[src/rtl/window_generator_3x3_if.sv]
// Pixel-stream and 3x3-window bundle between the raster source, the window
// generator and the downstream tap stage.
interface window_generator_3x3_if #(
   parameter int bitwidth = 8
);
   logic [bitwidth-1:0] pixel_in;
   logic                pixel_valid;
   logic [bitwidth-1:0] values [0:8];
   logic                values_valid;
   logic                frame_done;

   modport master (
      output pixel_in,
      output pixel_valid,
      input  values,
      input  values_valid,
      input  frame_done
   );

   modport slave (
      input  pixel_in,
      input  pixel_valid,
      output values,
      output values_valid,
      output frame_done
   );
endinterface

[src/rtl/window_generator_3x3.sv]
// Streaming 3x3 sliding-window generator: two row line buffers feed a 3x3
// register window; a registered strobe marks each complete neighbourhood.
module window_generator_3x3 #(
   parameter int bitwidth    = 8,
   parameter int imageWidth  = 28,
   parameter int imageHeight = 28
) (
   input  logic                  clock,
   input  logic                  reset,
   window_generator_3x3_if.slave bus
);
   localparam int col_w = $clog2(imageWidth);
   localparam int row_w = $clog2(imageHeight);
   localparam logic [col_w-1:0] col_max = col_w'(imageWidth - 1);
   localparam logic [row_w-1:0] row_max = row_w'(imageHeight - 1);
   localparam logic [col_w-1:0] col_two = col_w'(2);
   localparam logic [row_w-1:0] row_two = row_w'(2);
   localparam logic [col_w-1:0] col_one = col_w'(1);
   localparam logic [row_w-1:0] row_one = row_w'(1);

   if (imageWidth < 3) begin : g_bad_width
      $fatal(1, "window_generator_3x3: imageWidth must be >= 3");
   end
   if (imageHeight < 3) begin : g_bad_height
      $fatal(1, "window_generator_3x3: imageHeight must be >= 3");
   end

   logic [col_w-1:0]    col_r;
   logic [row_w-1:0]    row_r;
   logic [bitwidth-1:0] lb0_mem_r [0:imageWidth-1];
   logic [bitwidth-1:0] lb1_mem_r [0:imageWidth-1];
   logic [bitwidth-1:0] lb0_head_s;
   logic [bitwidth-1:0] lb1_head_s;
   logic [bitwidth-1:0] win_r      [0:8];
   logic [bitwidth-1:0] win_next_s [0:8];
   logic [bitwidth-1:0] values_r   [0:8];
   logic                values_valid_r;
   logic                frame_done_r;
   logic                accept_s;
   logic                qualify_s;
   logic                last_pixel_s;

   // Line buffers are addressed by column, so the slot about to be overwritten
   // still holds the same column of the previous row (read-before-write).
   assign lb0_head_s   = lb0_mem_r[col_r];
   assign lb1_head_s   = lb1_mem_r[col_r];
   assign accept_s     = bus.pixel_valid;
   assign qualify_s    = accept_s && (row_r >= row_two) && (col_r >= col_two);
   assign last_pixel_s = (row_r == row_max) && (col_r == col_max);

   // Raster position of the next accepted pixel.
   always_ff @(posedge clock or posedge reset) begin
      if (reset) begin
         col_r <= {col_w{1'b0}};
         row_r <= {row_w{1'b0}};
      end else if (accept_s) begin
         if (col_r == col_max) begin
            col_r <= {col_w{1'b0}};
            if (row_r == row_max) begin
               row_r <= {row_w{1'b0}};
            end else begin
               row_r <= row_r + row_one;
            end
         end else begin
            col_r <= col_r + col_one;
         end
      end
   end

   // Cascaded row buffers; contents are left unreset and masked by row gating.
   always_ff @(posedge clock) begin
      if (accept_s) begin
         lb0_mem_r[col_r] <= bus.pixel_in;
         lb1_mem_r[col_r] <= lb0_head_s;
      end
   end

   // Next window: every row shifts left, new right column enters from the buffers.
   always_comb begin
      for (int k = 0; k < 9; k++) begin
         win_next_s[k] = win_r[k];
      end
      if (accept_s) begin
         for (int k = 0; k < 3; k++) begin
            win_next_s[3*k]     = win_r[3*k + 1];
            win_next_s[3*k + 1] = win_r[3*k + 2];
         end
         win_next_s[2] = lb1_head_s;
         win_next_s[5] = lb0_head_s;
         win_next_s[8] = bus.pixel_in;
      end else begin
         for (int k = 0; k < 9; k++) begin
            win_next_s[k] = win_r[k];
         end
      end
   end

   // Window registers and the registered output window / strobes.
   always_ff @(posedge clock or posedge reset) begin
      if (reset) begin
         for (int k = 0; k < 9; k++) begin
            win_r[k]    <= {bitwidth{1'b0}};
            values_r[k] <= {bitwidth{1'b0}};
         end
         values_valid_r <= 1'b0;
         frame_done_r   <= 1'b0;
      end else begin
         win_r          <= win_next_s;
         values_valid_r <= qualify_s;
         frame_done_r   <= qualify_s && last_pixel_s;
         if (qualify_s) begin
            values_r <= win_next_s;
         end
      end
   end

   assign bus.values       = values_r;
   assign bus.values_valid = values_valid_r;
   assign bus.frame_done   = frame_done_r;
endmodule

[src/flat_wrapper.sv]
// flat-port wrapper written by rule: the top's interface ports become plain ports
module window_generator_3x3_flat 
#(
   parameter int bitwidth    = 8,
   parameter int imageWidth  = 28,
   parameter int imageHeight = 28
)
  (clock, reset, bus_pixel_in, bus_pixel_valid, bus_values, bus_values_valid, bus_frame_done);
  window_generator_3x3_if #(.bitwidth(bitwidth)) bus_i ();
  input  logic clock;
  input  logic reset;
  input wire logic [$bits(bus_i.pixel_in)-1:0] bus_pixel_in;
  input wire logic [$bits(bus_i.pixel_valid)-1:0] bus_pixel_valid;
  output wire logic [$bits(bus_i.values)-1:0] bus_values;
  output wire logic [$bits(bus_i.values_valid)-1:0] bus_values_valid;
  output wire logic [$bits(bus_i.frame_done)-1:0] bus_frame_done;
  assign bus_i.pixel_in = bus_pixel_in;
  assign bus_i.pixel_valid = bus_pixel_valid;
  assign bus_values = {>>{bus_i.values}};
  assign bus_values_valid = bus_i.values_valid;
  assign bus_frame_done = bus_i.frame_done;
  window_generator_3x3 #(.bitwidth(bitwidth), .imageWidth(imageWidth), .imageHeight(imageHeight)) u_core (.clock(clock), .reset(reset), .bus(bus_i));
endmodule
[config.mk]
export PLATFORM = sky130hd
export DESIGN_NAME = window_generator_3x3_flat
export DESIGN_NICKNAME = d
export VERILOG_FILES = /design/src/rtl/window_generator_3x3_if.sv /design/src/rtl/window_generator_3x3.sv /design/src/flat_wrapper.sv
export SDC_FILE = /design/constraint.sdc
export NUM_CORES = 1
export LEC_CHECK = 0
export BUFFER_PORTS_ARGS = -buffer_cell sky130_fd_sc_hd__buf_4
export CAP_MARGIN = 0
export CORE_MARGIN = 3
export CORE_UTILIZATION = 45
export CTS_BUF_LIST = sky130_fd_sc_hd__clkbuf_8 sky130_fd_sc_hd__clkbuf_16
export DETAILED_ROUTE_END_ITERATION = 12
export PLACE_DENSITY = 0.6
export SKIP_LAST_GASP = 1
export SLEW_MARGIN = 20
export SYNTH_ARGS = -nofsm -noshare
export SYNTH_HDL_FRONTEND = slang
export SYNTH_SLANG_ARGS = --single-unit
[constraint.sdc]
create_clock -name clock -period 5.9 [get_ports clock]
set_input_delay 0 -clock clock [delete_from_list [all_inputs] [get_ports clock]]
set_output_delay 0 -clock clock [all_outputs]
set_load 0.05 [all_outputs]
# [Word-level counts from Yosys, hierarchy flattened]
# Memories as Yosys holds them, arrays and structs flattened.
# Index checks and enable logic that the tools add are counted.
# Widths: inputs -> output; s select.
[word_totals] output_inout_bits=74 mem_count=2 register_bits=156 in_bits=11 elab_cells=40 ramBits=448
[classes] n_mux=5 n_lt_le_gt_ge=2 addsub=2 n_eq_ne=2 reduce_logical=5
[memory_table] name="u_core.lb0_mem_r" words=28 word_bits=8 rd=1 rd_ports_with_merged_regs=0 wr=1 line_no="window_generator_3x3.sv:30" rtl="logic [bitwidth-1:0] lb0_mem_r [0:imageWidth-1];"
[memory_table] name="u_core.lb1_mem_r" words=28 word_bits=8 rd=1 rd_ports_with_merged_regs=0 wr=1 line_no="window_generator_3x3.sv:31" rtl="logic [bitwidth-1:0] lb1_mem_r [0:imageWidth-1];"
[op_table] op="$mux 72" count=1
[op_table] op="$add 5x1->5 const B" count=2
[op_table] op="$eq 5x5->1 const B" count=2
[op_table] op="$ge 5x2->1 const B" count=2
[op_table] op="$mux 5" count=2
[op_table] op="$logic_and 1x1->1" count=4
[op_table] op="$mux 1" count=2
[op_table] op="$reduce_and 2->1" count=1

# [Depth between registers and ports, before layout]
# Gate-level depths: netlist of run 1.
[logic_depth] depth_word=4 mapped_depth=9 mapped_depth_nobuf=7

# [Least setup slack after synthesis of run 1]
# No wires, ideal clock.
[synth_path] path_type="reg-to-reg" startpoint="register u_core.col_r[1]" endpoint="memory u_core.lb0_mem_r[9][0], enable pin" setup_slack_ns=3.000 t_arrival_ns=2.490 path_buffers=3 synth_period_minus_slack_ns=2.900 stages_incl_launch_ff=8 path_cell_list="dfrtp_1 buf_4 buf_4 buf_2 inv_1 ha_1 nand2_1 nor3_1"
[synth_lines] element="from (decl)" line_no="window_generator_3x3.sv:28" rtl="logic [col_w-1:0] col_r;"
[synth_lines] element="from (signal assigned)" line_no="window_generator_3x3.sv:54" rtl="col_r <= {col_w{1'b0}};"
[synth_lines] element="from (signal assigned)" line_no="window_generator_3x3.sv:58" rtl="col_r <= {col_w{1'b0}};"
[synth_lines] element="from (signal assigned)" line_no="window_generator_3x3.sv:65" rtl="col_r <= col_r + col_one;"
[synth_lines] element="to (decl)" line_no="window_generator_3x3.sv:30"
# Straight into the memory's write port.

==> results of run 1 <==
where the power goes:
part / switching, mW / total [mW] / internal (mW)
Combinational: 3.40 / 5.17 / 1.77
Sequential: 0.400 / 6.26 / 5.86
Clock: 1.57 / 3.46 / 1.89
cells by family after synthesis:
group                      Yosys count  share of synthesized area
muxes                              334                      0.166
AOI/OAI and AO/OA                  135                     0.0429
xor gates and xnor gates             2                   0.000740
and+or+nand+nor                    139                     0.0303
buffers and inverters               81                     0.0237
adders and majority gates            6                    0.00317
DFF                                604                      0.733
cell type report:
cell class,instances,share of cell area
Sequential cell,604,0.645
Clock inverter,45,0.00832
Inverter,7,0.00116
Clock buffer,64,0.0578
Timing Repair Buffer,142,0.0410
Tap cell,680,0.0316
Multi-Input combinational cell,616,0.215
cell usage in the layout, fill, tap and decap left out, types with 9 or more instances in the layout:
cell type / netlist / layout
edfxtp_1: 448 / 448
nand3_1: 37 / 37
mux4_2: 18 / 18
dfrtp_1: 156 / 154
a22oi_1: 62 / 62
nor2_1: 28 / 26
mux2_2: 112 / 112
buf_4: 15 / 131
inv_1: 6 / 19
clkbuf_16: 0 / 60
dlygate4sd3_1: 0 / 10
nand4_1: 9 / 9
mux2_4: 9 / 9
mux2_1: 29 / 29
clkinv_2: 0 / 14
clkinv_1: 0 / 13
mux2i_1: 158 / 158
a21oi_1: 19 / 19
nand2_1: 29 / 29
registers in the layout, summed over array words and instances, names as in the netlist:
register and count:
u_core.bus.values_valid 1, u_core.row_r 5, u_core.win_r 72, u_core.lb1_mem_r 224, u_core.lb0_mem_r 224, u_core.bus.frame_done 1, u_core.bus.values 72, u_core.col_r 5
layer usage:
metal	vias to the layer above	GRT usage	share of wire
met3	80	0.0287	0.049
met5	-	0	0
li1	5368	-	-
met2	337	0.302	0.47
met4	0	0.0492	0.020
met1	6309	0.279	0.46
through the flow:
stage	area [µm²]	utilization	total power, mW
2_1_floorplan	23700	-	9.88
3_5_place_dp	25000	0.484	11.6
4_1_cts	26900	0.520	15.1
6_report	26900	0.520	14.9
5_1_grt	26900	0.520	15.6
3_3_place_gp	25000	0.484	11.5
worst paths after layout:
kind	endpoint	depth (start not counted)	startpoint
min in group clock	u_core.col_r[1]	3	bus_pixel_valid
max in group asynchronous	u_core.bus.values[24]	4	reset
worst min-delay path	u_core.bus.values[42]	3	reset
worst min register to register	u_core.win_r[53]	1	u_core.win_r[53]
worst max register to register	u_core.win_r[30]	6	u_core.col_r[1]
worst max-delay path	u_core.win_r[30]	6	u_core.col_r[1]
critical path, cell delays in order (launching register included):
cell and delay (ps):
dfrtp_4 890, buf_4 500, mux2_2 400, o22a_2 220, o211ai_1 210, nand4_2 630, mux2_2 540
==> impl_metrics.py, run 1 <==
metrics = {
    "drt": {
        "drc": 0,
        "drt-initial-drc-count": 1004,
        "wl_per_cell_um": 24.5,
        "totalWireLength_um": 53000,
        "num_vias": 12094,
        "vias_per_cell": 5.60,
        "postRouteAntennaNets": 0,
        "first_pass_iters": 5,
    },
    "sta": {
        "rsz0062_at_grt": "no",
        "skew_ps": 15.7,
        "finalSetupViolations": 0,
        "whs_ps": 58.1,
        "fin_setup_tns_ps": 0,
        "finalHoldViolations": 0,
        "finalCritPeriodShare": 0.603,
        "tightest_slew_ps": 1070,
        "max_freq_ghz": 0.281,
        "fin_crit_ps": 3560,
        "relSlewSlack": 0.290,
        "drv_slew": 0,
        "layout_setup_ws_ps": 2340,
    },
    "power": {
        "leakagePower_nw": 9.80,
        "p_per_area_nw_per_um2": 554,
        "vdd_drop_max_mv": 0.343,
    },
    "clock_network": {
        "clk_path_buf_depth": 3,
        "post_cts_resized": 0,
        "htree_levels": 2,
        "hold_buffers": 10,
        "clkSlewWorstSetupHoldPaths_ps": 60,
        "cts_tree": "built",
        "post_cts_buffers": 0,
        "worstSkewPairLatency_ps": 620,
        "numCtsBuffers": 60,
        "cts-root-buf": "clkbuf_16",
        "cts_sinks": 604,
    },
    "cells_and_area": {
        "drive_gt1_frac": 0.260,
        "final_cells": 2158,
        "insertedDiodeCount": 0,
        "area_delta_synth_final_pct": 13.7,
        "seqCellArea_um2": 17400,
        "multi_input_area_um2": 5780,
        "n_fill_cell": 4237,
        "nets": 1448,
    },
    "status": {
        "outcome": "finished, final reports clean",
    },
    "global_route": {
        "grt_overflow_total": 0,
        "grt_max_degree": 104,
        "grt_pass1_vias": 12370,
        "antenna_found_initial": 1,
        "grt_pass1_wl_um": 79800,
        "grt_use_total": 0.190,
    },
    "critical_path": {
        "crit_fanout": 42,
        "setup.worst_path.class": "reg -> reg",
        "reg2reg_setup_slack_ps": 2340,
        "critPathRequiredTime_ps": 6400,
        "cp.arrival_ps": 4060,
        "cp-end-kind": "flip-flop",
        "start_kind": "flip-flop",
    },
    "yosys": {
        "yosys.area.top_type_share": 0.568,
        "yosysTopAreaCell": "edfxtp_1",
        "synthFlopType": "edfxtp_1",
        "synth_edf_count": 448,
        "synth_seq_area_share": 0.733,
        "synth.most_common_cell": "edfxtp_1",
        "synth_nets": 1318,
        "synthArstFlopShare": 0.258,
        "synth_area_leaders": "edfxtp_1 57%, dfrtp_1 16%, mux2i_1 6.7%",
        "synthTopCellsByCount": "448 x edfxtp_1, 158 x mux2i_1, 156 x dfrtp_1",
        "yosys_warnings": 0,
        "synth.cell_area_um2": 23700,
        "syn_inst": 1301,
        "yosysUniqueCellTypes": 61,
        "synth-seq-cells": 604,
        "avgSynthCellArea_um2": 18.2,
    },
    "die": {
        "fp.dieW_um": 235,
        "ios": 85,
        "die_height_um": 235,
        "die-area_um2": 55400,
        "num_rows": 83,
        "core_area_um2": 51700,
        "start_util": 0.458,
    },
    "hold_path": {
        "hold_path_class": "in -> async",
    },
    "placement": {
        "post-dp-hpwl_um": 31100,
        "io_buffers": 84,
        "gp_congestion": 0.753,
        "dp.cells": 2039,
        "dpl_worst_slack_ps": 2340,
    },
    "flow_run": {
        "maxCapViolCount": 0,
    },
}
No activity file was read; power rests on OpenSTA's default activity.
==> run 2, diff against run 1 <==
==> constraint.sdc (replaced) <==
create_clock -name clock -period 3.4 [get_ports clock]
set_input_delay 0 -clock clock [delete_from_list [all_inputs] [get_ports clock]]
set_output_delay 0 -clock clock [all_outputs]
set_load 0.05 [all_outputs]
==> run 2 against run 1 <==
  * First-iteration DRC count increased by 21%
  * Clock skew is 6.3 ps higher
  * Routed wire length rose by 2.4%
  * Clock-buffer cell count is 6 higher
  * Flip-flop and latch count unchanged
  * Highest routed layer unchanged
==> impl_metrics.py, run 2 (synthesized netlist as in run 1, its figures left out) <==
metrics = {
    "critical_path": {
        "start_kind": "flip-flop",
        "cp-end-kind": "flip-flop",
        "critPathRequiredTime_ps": 3900,
        "cp.arrival_ps": 3320,
        "crit_fanout": 30,
        "setup.worst_path.class": "reg -> reg",
    },
    "clock_network": {
        "htree_levels": 2,
        "post_cts_resized": 0,
        "numCtsBuffers": 60,
        "cts_sinks": 604,
        "worstSkewPairLatency_ps": 620,
        "clkSlewWorstSetupHoldPaths_ps": 60,
        "cts_tree": "built",
        "cts-root-buf": "clkbuf_16",
        "clk_path_buf_depth": 3,
    },
    "cells_and_area": {
        "drive_gt1_frac": 0.281,
        "seqCellArea_um2": 17400,
        "multi_input_area_um2": 5780,
        "layout_commonest_cell": "edfxtp_1",
        "final_cell_mix": "448 x edfxtp_1, 162 x buf_4, 158 x mux2i_1",
        "n_fill_cell": 4193,
        "area_delta_synth_final_pct": 15.6,
        "nets": 1482,
        "insertedDiodeCount": 0,
        "reg_top3": "u_core.lb0_mem_r x224, u_core.lb1_mem_r x224",
    },
    "sta": {
        "drv_slew": 0,
        "fin_setup_tns_ps": 0,
        "relSlewSlack": 0.342,
        "max_freq_ghz": 0.355,
        "finalSetupViolations": 0,
        "fin_crit_ps": 2820,
        "rsz0062_at_grt": "no",
        "skew_ps": 22.1,
        "tightest_slew_ps": 987,
        "finalHoldViolations": 0,
        "finalCritPeriodShare": 0.828,
    },
    "flow_run": {
        "maxCapViolCount": 0,
    },
    "die": {
        "num_rows": 83,
        "die-area_um2": 55400,
        "start_util": 0.458,
        "ios": 85,
        "core_area_um2": 51700,
        "fp.dieW_um": 235,
        "die_height_um": 235,
    },
    "drt": {
        "vias_per_cell": 5.61,
        "drc": 0,
        "num_vias": 12303,
        "wl_per_cell_um": 24.7,
        "postRouteAntennaNets": 0,
        "first_pass_iters": 5,
        "drt-initial-drc-count": 1212,
        "totalWireLength_um": 54200,
    },
    "power": {
        "vdd_drop_max_mv": 0.638,
        "p_switching_mw": 9.37,
        "swShare": 0.354,
        "p_per_area_nw_per_um2": 967,
        "comb_power_share": 0.347,
        "p_int_mw": 17.1,
        "leakagePower_nw": 10.1,
        "seq_power_share": 0.411,
        "power_mw": 26.4,
        "clkPwrFrac": 0.242,
    },
    "placement": {
        "gp_congestion": 0.775,
        "post-dp-hpwl_um": 32600,
        "io_buffers": 84,
    },
    "hold_path": {
        "hold_path_class": "in -> async",
    },
    "global_route": {
        "grt_overflow_total": 0,
        "grt_max_degree": 80,
        "grt_pass1_wl_um": 81900,
        "antenna_found_initial": 0,
        "grt_use_total": 0.195,
        "grt_pass1_vias": 12619,
    },
    "status": {
        "outcome": "finished, final reports clean",
    },
}
==> run 2: changes by cell type in the layout (fill, tap and decap cells not counted), sizes merged <==
cell	delta
buf	+34
clkinv	-10
clkbuf	+6
inv	+4
bufinv	+3
==> run 2: critical path, stage by stage (launching register included) <==
cell and delay [ps]:
dfrtp_1 700, and2_2 480, buf_4 380, a22oi_1 130, nand3_1 200, nand4_2 170, buf_4 290, mux2_2 300
==> run 2: cell type report <==
| class | instances | share of cell area |
|---|---|---|
| multi-input cells | 616 | 0.211 |
| clock inverters | 42 | 0.0105 |
| well taps | 680 | 0.0311 |
| flip-flops and latches | 604 | 0.635 |
| inverters | 7 | 0.00110 |
| repair buffers | 176 | 0.0507 |
| clock buffers | 70 | 0.0604 |
==> run 2: worst paths after layout <==
| check | startpoint | end | cells after the start | slack [ps] |
|---|---|---|---|---|
| max | u_core.col_r[2] | u_core.win_r[30] | 7 | 580 |
| min | reset | u_core.win_r[42] | 4 | 160 |
| max reg2reg | u_core.col_r[2] | u_core.win_r[30] | 7 | 580 |
| min reg2reg | u_core.win_r[51] | u_core.win_r[51] | 1 | 480 |
| max in group asynchronous | reset | u_core.col_r[1] | 4 | 2350 |
| min in group clock | bus_pixel_in[5] | u_core.lb0_mem_r[26][5] | 2 | 360 |
==> run 2: metal layers <==
layer | up-vias | global-route usage | share of wire | wire length (µm)
met4 | 0 | 0.0444 | 0.018 | 966
li1 | 5435 | - | - | -
met2 | 334 | 0.310 | 0.48 | 25900
met1 | 6458 | 0.283 | 0.45 | 24300
met3 | 76 | 0.0355 | 0.056 | 3030
met5 | - | 0 | 0 | 0
==> run 2: timing repair <==
action                                 in CTS  in global routing
setup buffers                               0                  0
hold buffers                               10                  0
endpoints found under the hold margin     401                  0
==> run 2: power groups by stage <==
stage | logic (mW) | registers [mW] | clock network, mW
4_1_cts | 9.26 | 10.9 | 6.56
6_report | 9.18 | 10.9 | 6.41
3_3_place_gp | 9.11 | 11.0 | 0
5_1_grt | 9.80 | 11.0 | 6.86
2_1_floorplan | 5.02 | 12.1 | 0
3_5_place_dp | 9.24 | 11.0 | 0
==> run 2: through the flow <==
step | setup slack [ps] | utilization | hold slack [ps] | cell area (µm²) | instances
floorplan | 500 | - | 98.9 | 23700 | 1301
detailed placement | 576 | 0.489 | 403 | 25300 | 2073
finish | 584 | 0.529 | 163 | 27300 | 2195
CTS | 563 | 0.529 | 293 | 27300 | 2195
global placement | 617 | 0.489 | 407 | 25300 | 2073
global route | 479 | 0.529 | 215 | 27300 | 2195
